`src/rtl/fetch_queue.sv`:
```
// rtl/fetch_queue.sv - fetch-to-decode decoupling FIFO of {pc, instr} pairs
//
// Ports:
//   clk        rising-edge clock
//   rst        synchronous active-low reset
//   in_valid   fetch offers {in_pc, in_instr}
//   in_ready   queue accepts a pair this cycle (registered state only)
//   in_pc      offered instruction address
//   in_instr   offered instruction word
//   out_valid  head entry present
//   out_ready  decode consumes the head this cycle
//   out_pc     head entry address
//   out_instr  head entry instruction word
//   out_pc4    out_pc + 4 (wraps mod 2^32)
//   flush      discard every entry on the next edge
//   count      number of valid entries, 0..DEPTH
module fetch_queue #(
   parameter int DEPTH = 4,
   parameter int PTR_W = $clog2(DEPTH)
) (
   input  logic             clk,
   input  logic             rst,
   input  logic             in_valid,
   output logic             in_ready,
   input  logic [31:0]      in_pc,
   input  logic [31:0]      in_instr,
   output logic             out_valid,
   input  logic             out_ready,
   output logic [31:0]      out_pc,
   output logic [31:0]      out_instr,
   output logic [31:0]      out_pc4,
   input  logic             flush,
   output logic [PTR_W:0]   count
);

   localparam logic [PTR_W:0] C_FULL = (PTR_W+1)'(DEPTH);

   logic [31:0]      r_pc_mem    [DEPTH];
   logic [31:0]      r_instr_mem [DEPTH];
   logic [PTR_W-1:0] r_wp;
   logic [PTR_W-1:0] r_rp;
   logic [PTR_W:0]   r_count;

   logic             w_push;
   logic             w_pop;

   // in_ready looks only at the stored count, so a full queue refuses a push
   // even when decode pops in the same cycle.
   assign in_ready  = rst && (r_count < C_FULL);
   assign out_valid = (r_count != '0);
   assign count     = r_count;

   // Flush wins over both handshakes; neither side sees a transfer complete.
   assign w_push = in_valid && in_ready && !flush;
   assign w_pop  = out_valid && out_ready && !flush;

   assign out_pc    = r_pc_mem[r_rp];
   assign out_instr = r_instr_mem[r_rp];
   assign out_pc4   = out_pc + 32'd4;

   // DEPTH is a power of two, so pointers wrap naturally at PTR_W bits.
   always_ff @(posedge clk) begin
      if (!rst || flush) begin
         r_wp    <= '0;
         r_rp    <= '0;
         r_count <= '0;
      end else begin
         if (w_push) begin
            r_wp <= r_wp + 1'b1;
         end
         if (w_pop) begin
            r_rp <= r_rp + 1'b1;
         end
         if (w_push && !w_pop) begin
            r_count <= r_count + 1'b1;
         end else if (w_pop && !w_push) begin
            r_count <= r_count - 1'b1;
         end
      end
   end

   // Storage is not reset; stale contents are masked by out_valid.
   always_ff @(posedge clk) begin
      if (w_push) begin
         r_pc_mem[r_wp]    <= in_pc;
         r_instr_mem[r_wp] <= in_instr;
      end
   end

endmodule

```
`config.mk`:
```
export PLATFORM = sky130hd
export DESIGN_NAME = fetch_queue
export DESIGN_NICKNAME = d
export VERILOG_FILES = /design/src/rtl/fetch_queue.sv
export SDC_FILE = /design/constraint.sdc
export NUM_CORES = 1
export LEC_CHECK = 0
export CORE_ASPECT_RATIO = 1.2
export CORE_MARGIN = 10
export CORE_UTILIZATION = 55
export CTS_BUF_LIST = sky130_fd_sc_hd__clkbuf_2
export DETAILED_ROUTE_END_ITERATION = 8
export GPL_TIMING_DRIVEN = 1
export PLACE_DENSITY_LB_ADDON = 0.3
export SYNTH_ARGS = -nofsm -noshare
export SYNTH_HDL_FRONTEND = slang
export SYNTH_SLANG_ARGS = --single-unit
```
`constraint.sdc`:
```
create_clock -name clk -period 3.75 [get_ports clk]
set_input_delay 0.5625 -clock clk [delete_from_list [all_inputs] [get_ports clk]]
set_output_delay 0.5625 -clock clk [all_outputs]
set_load 0.02 [all_outputs]
```
# ---- After elaboration in Yosys (flattened, before gate mapping)
# Memory sizes are Yosys's and may differ from the RTL's. A register that Yosys moved wholly into a read port is not among the register bits.
# Index checks and enable logic that the tools add are counted.
dict set report op_classes {
  order_cmp 1
  shifts 0
  bitwise_logic 0
  n_div 0
  muxes 8
  n_eq_ne 0
  reduce_logical 14
  add_sub_neg 5
  n_mul 0
}
# cell count
set op_table {}
lappend op_table {{$add 32x3->32 const B} 1}
lappend op_table {{$mux 2} 4}
lappend op_table {{$logic_and 1x1->1} 7}
lappend op_table {{$mux 3} 2}
lappend op_table {{$add 2x1->2 const B} 2}
lappend op_table {{$logic_not 1->1} 4}
lappend op_table {{$add 3x1->3 const B} 1}
lappend op_table {{$lt 3x3->1 const B} 1}
lappend op_table {{$reduce_bool 3->1} 1}
lappend op_table {{$sub 3x1->3 const B} 1}
lappend op_table {{$mux 1} 2}
lappend op_table {{$reduce_bool 2->1} 1}
lappend op_table {{$logic_or 1x1->1} 1}
dict set report word_totals {
  out_inout_bits 101
  ff_bits 7
  rom_bits 0
  word_cells 33
  latch_bits 0
  inputBits 69
  mem_bits_rw 256
  mem_count 2
}
# name depth width read_ports rd_clocked_by_memory_dff wr line_no
set memory_table {}
lappend memory_table {r_instr_mem 4 32 1 1 1 39} ;# logic [31:0] r_instr_mem [DEPTH];
lappend memory_table {r_pc_mem 4 32 1 1 1 38} ;# logic [31:0] r_pc_mem [DEPTH];

# ---- Depth between registers and ports, before layout
dict set report logic_depth {
  word_depth 8
  ltp_mapped 9
}

# ---- Least setup slack after synthesis
# Ideal clock, no wire load.
dict set report synth_timing {
  path_type {input port to flip-flop}
  start {input flush}
  end {memory r_instr_mem[0][0] (enable)}
  arrival_time_ns 2.624
  slack_ns 0.697
  setup_ns 0.429
  stages 4
  path_buffers 1
  cell_sequence {nand2b_1 clkbuf_1 nor2b_1 and2_1}
}
dict set report synth_via {
  elab_chain_cells 4
}
# element line_no
set synth_lines {}
lappend synth_lines {{start, declared} 32} ;# input logic flush,
lappend synth_lines {{$logic_not 1->1} 54} ;# assign w_push = in_valid && in_ready && !flush;
lappend synth_lines {{$logic_and 1x1->1} 54}
lappend synth_lines {{net w_push} 44} ;# logic w_push;
lappend synth_lines {{$mux 1} 84} ;# if (w_push) begin
lappend synth_lines {{$mux 1 (implied by the code)} 86} ;# r_instr_mem[r_wp] <= in_instr;
lappend synth_lines {{end, declared} 39}
# The timed path passes the listed nets, and every way through them passes these cells.

==> summary.md <==
| Metric | Value |
|---|---|
| P_sw | between 1 and 1.5 mW |
| Cts bufs inserted | 60 |
| Starting density of the core | 0.564 |
| Die X | about 150 um |
| Grt ovf | 0 |
| Relative slew slack | 0.669 |
| Async SR Flop Fraction | 0 |
| Ys Warns | 0 |
| Slew @ Worst Pin | about 0.50 ns |
| Area growth syn-to-layout | 25.6% |
| Seq pwr share | 0.606 |
| Synthesized net count | 541 |
| Yosys reg bits | around 270 |
| Critical path's slowest cell | clkdlybuf4s50_1 |
| Count of cell types in the netlist | 36 |
| Setup crit start kind | flop |
| Final worst hold slack | ~0.38 ns |
| Fin nets | approximately 780 |
| Worst-path cell chain | buf_4 -> mux4_2 -> buf_4 -> nand3_1 -> nor2_1 -> xor2_1 -> clkdlybuf4s50_1 |
| Worst EP arrival | approximately 3.0 ns |
| Detailed Routing Iterations Pass 1 | 4 |
| Skew final | 0.0282 ns |
| Io pins | 170 |
| Share of layout cells above drive strength 1 | 0.283 |
| R2r startpoint | count[2] |
| Avg Inst Size Synth | ~22 um2 |
| Syn Inst Count | approximately 470 |
| R2r setup slk | about 1.4 ns |
| Tmin final | 3.54 ns |
| PD cells | ~420 mW/mm2 |
| MaxCap Viol Count | 0 |
| Worst Hold Path EP | r_instr_mem[2][0] |
| Largest net degree at the start of global routing | 55 |
| Clock tree buffer depth | 3 |
| Worst r2r dst | count[2] |
| Slowest stage delay, CP | just over 0.6 ns |
| CP max FO | 5 |
| Hold depth | 1 |
| Fmax | ~280 MHz |
| Antenna violations before repair | 5 |
| DRC viols | 0 |
| VDD IR max | about 0.26 mV |
| Initial DRC Count | roughly 340 |
| CTS tree | yes |
| Logic pwr share | 0.062 |
| Vias in the first global route | between 5000 and 6000 |
| CP Data Required Time | between 3 and 4 ns |
| Post-detailed-route count of antenna-violating nets | 0 |
| Top cell type by total area after synthesis | edfxtp_1 |
| CTS clk-pin slew, worst paths | 0.10 ns |
| Vias/cell | roughly 5.4 |
| First-pass GRT wire length | 33400 um |
| Die area | ~0.025 mm2 |
| Share of the synthesized area in the top cell type | 0.742 |
| Post-synth EDFFs | 256 |
| Setup TNS | 0 ns |
| Setup crit end kind | primary output |
| Die extent in y | 170 um |
| Reg2Reg Depth | 8 |
| Status | completed |
| Synth Cell Area | just over 0.01 mm2 |
| Placeable Area | between 0.015 and 0.02 mm2 |
| Count of input and output buffers | ~170 |
| Fillers | about 1200 |
| Final slew viol count | 0 |
| Clk_lat worst skew | roughly 0.8 ns |
| Clk sinks | about 270 |
| Crit Path Category | flop to primary output |
| Root Driver | clkbuf_2 |
| HPWL after DPL | roughly 14000 um |
| Final cycle utilization of the critical path | 0.944 |
| Clock Power Share | 0.332 |
| Sw frac | 0.223 |
| Final setup fails | 0 |
| Vias | 5441 |
| WL final | between 20000 and 25000 um |
| Routed wire per std cell | ~22 um |
| Crit path top cell by count | buf_4 |
| Final Wtd Congestion | 0.858 |
| Row count | 54 |
| Hold_sp | in_instr[0] |
| Min-Delay Path Class | primary input to flop |
| Internal | between 4 and 5 mW |
| Leak | ~4.3 nW |
| Top post-synthesis cells by area | edfxtp_1 74%, mux4_2 9.6%, mux4_1 5.1% |
| H-tree depth | 2 |
| GRT Util Overall | 0.173 |
| Ys flop type | edfxtp_1 |
| Hold_buf cts | 0 |
| Final Hold Vio Count | 0 |
| Sequential share of the synthesized area | 0.760 |
[metrics by stage]
stage	total power, mW	worst slack (ns)	instance area, um2	utilization	cells
after floorplan	3.49	0.697	10400	-	465
after global placement	3.68	0.425	12400	0.674	881
after detailed placement	3.69	0.343	12400	0.674	881
after CTS	5.48	-0.0301	13000	0.708	996
after global routing	5.65	-0.0158	13000	0.708	1006
final	5.42	0.212	13000	0.708	1007
[worst max path at each step]
stage | slack (ns) | cells past startpoint | end | from
floorplan | 0.70 | 4 | r_instr_mem[0][0] | flush
global placement | 0.42 | 7 | out_pc4[31] | flop
detailed placement | 0.34 | 7 | out_pc4[30] | flop
CTS | -0.03 | 8 | out_pc4[30] | flop
global route | -0.02 | 8 | out_pc4[10] | flop
finish | 0.21 | 7 | out_pc4[7] | flop
[sequential cells by signal (all words and copies together) (netlist names), named ones only]
| name | cells |
|---|---|
| r_instr_mem | 128 |
| r_pc_mem | 128 |
| r_rp | 2 |
| count | 3 |
| r_wp | 2 |
[timing repair]
item                                    4_1_cts  5_1_grt
gates cloned                                  1        0
endpoints found under the hold margin         0        0
pin swaps                                     3        3
endpoints found under the setup margin       26       23
gates resized for setup                      52       35
buffers inserted                              6        9
[kinds of logic (layout without fill, tap and decap cells)]
kind of cell	Yosys count	in the layout	share of synthesized area
buffers and inverters	23	310	0.0163
XOR/XNOR	33	33	0.0279
adder cells (fa/ha/maj)	7	7	0.00918
other	0	2	0
AO/OA/AOI/OAI	3	3	0.00145
multiplexers	65	65	0.147
AND/OR/NAND/NOR	69	70	0.0383
flip-flops	265	265	0.760
[cell type report]
type / instances / area (um2) / share of cell area
Clock inverter: 20 / 129 / 0.00991
Timing Repair Buffer: 196 / 1890 / 0.145
Antenna cell: 2 / 5.00 / 0.000385
Multi-Input combinational cell: 178 / 2330 / 0.179
Inverter: 6 / 22.5 / 0.00173
Sequential cell: 265 / 7880 / 0.605
Clock buffer: 88 / 440 / 0.0339
Tap cell: 252 / 315 / 0.0242
[critical path, delay by kind of cell (launching register included)]
family / cells / cell delay, ns
multiplexers: 1 / 0.57
flip-flops: 1 / 0.40
buffers and inverters: 3 / 0.93
XOR/XNOR: 1 / 0.12
AND/OR/NAND/NOR: 2 / 0.17
[cells in the mapped netlist, types with 2 or more instances]
master	count
a21oi_1	2
and2_1	5
and3_1	4
buf_2	3
buf_4	4
buf_6	2
buf_8	2
clkbuf_1	4
dfxtp_1	9
edfxtp_1	256
ha_1	6
inv_1	6
mux4_1	20
mux4_2	44
nand2_1	11
nand3_1	10
nand4_1	10
nor2_1	14
nor2_2	2
nor2b_1	3
or3_1	2
xnor2_1	23
xor2_1	10
[power by group through the flow]
| stage | Combinational, mW | Clock [mW] | Sequential [mW] |
|---|---|---|---|
| after detailed placement | 0.338 | 0 | 3.35 |
| after CTS | 0.338 | 1.86 | 3.28 |
| final | 0.337 | 1.80 | 3.28 |
| after global placement | 0.328 | 0 | 3.35 |
| after global routing | 0.358 | 2.00 | 3.29 |
| after floorplan | 0.136 | 0 | 3.35 |
[layer usage]
layer	vias up	GRT usage	share of wire
met1	2742	0.192	0.38
met4	6	0.0651	0.018
met5	-	0	0.0023
met3	39	0.0541	0.062
met2	200	0.308	0.54
li1	2454	-	-
[cell usage in the layout (no fill, tap or decap), types with 3 or more instances in the layout]
cell type / synthesis / routed
edfxtp_1: 256 / 256
clkdlybuf4s50_1: 0 / 144
clkbuf_2: 0 / 99
mux4_2: 44 / 60
xnor2_1: 23 / 23
buf_4: 4 / 21
clkinv_1: 0 / 15
nor2_1: 14 / 13
nand2_1: 11 / 11
nand4_1: 10 / 10
xor2_1: 10 / 10
dlygate4sd2_1: 0 / 9
nand3_1: 10 / 8
dfxtp_1: 9 / 7
inv_1: 6 / 6
ha_1: 6 / 5
buf_12: 1 / 5
mux4_1: 20 / 4
and3_1: 4 / 4
and2_4: 0 / 4
nor2b_1: 3 / 3
nor2_4: 0 / 3
(Power assumes the default switching activity.)
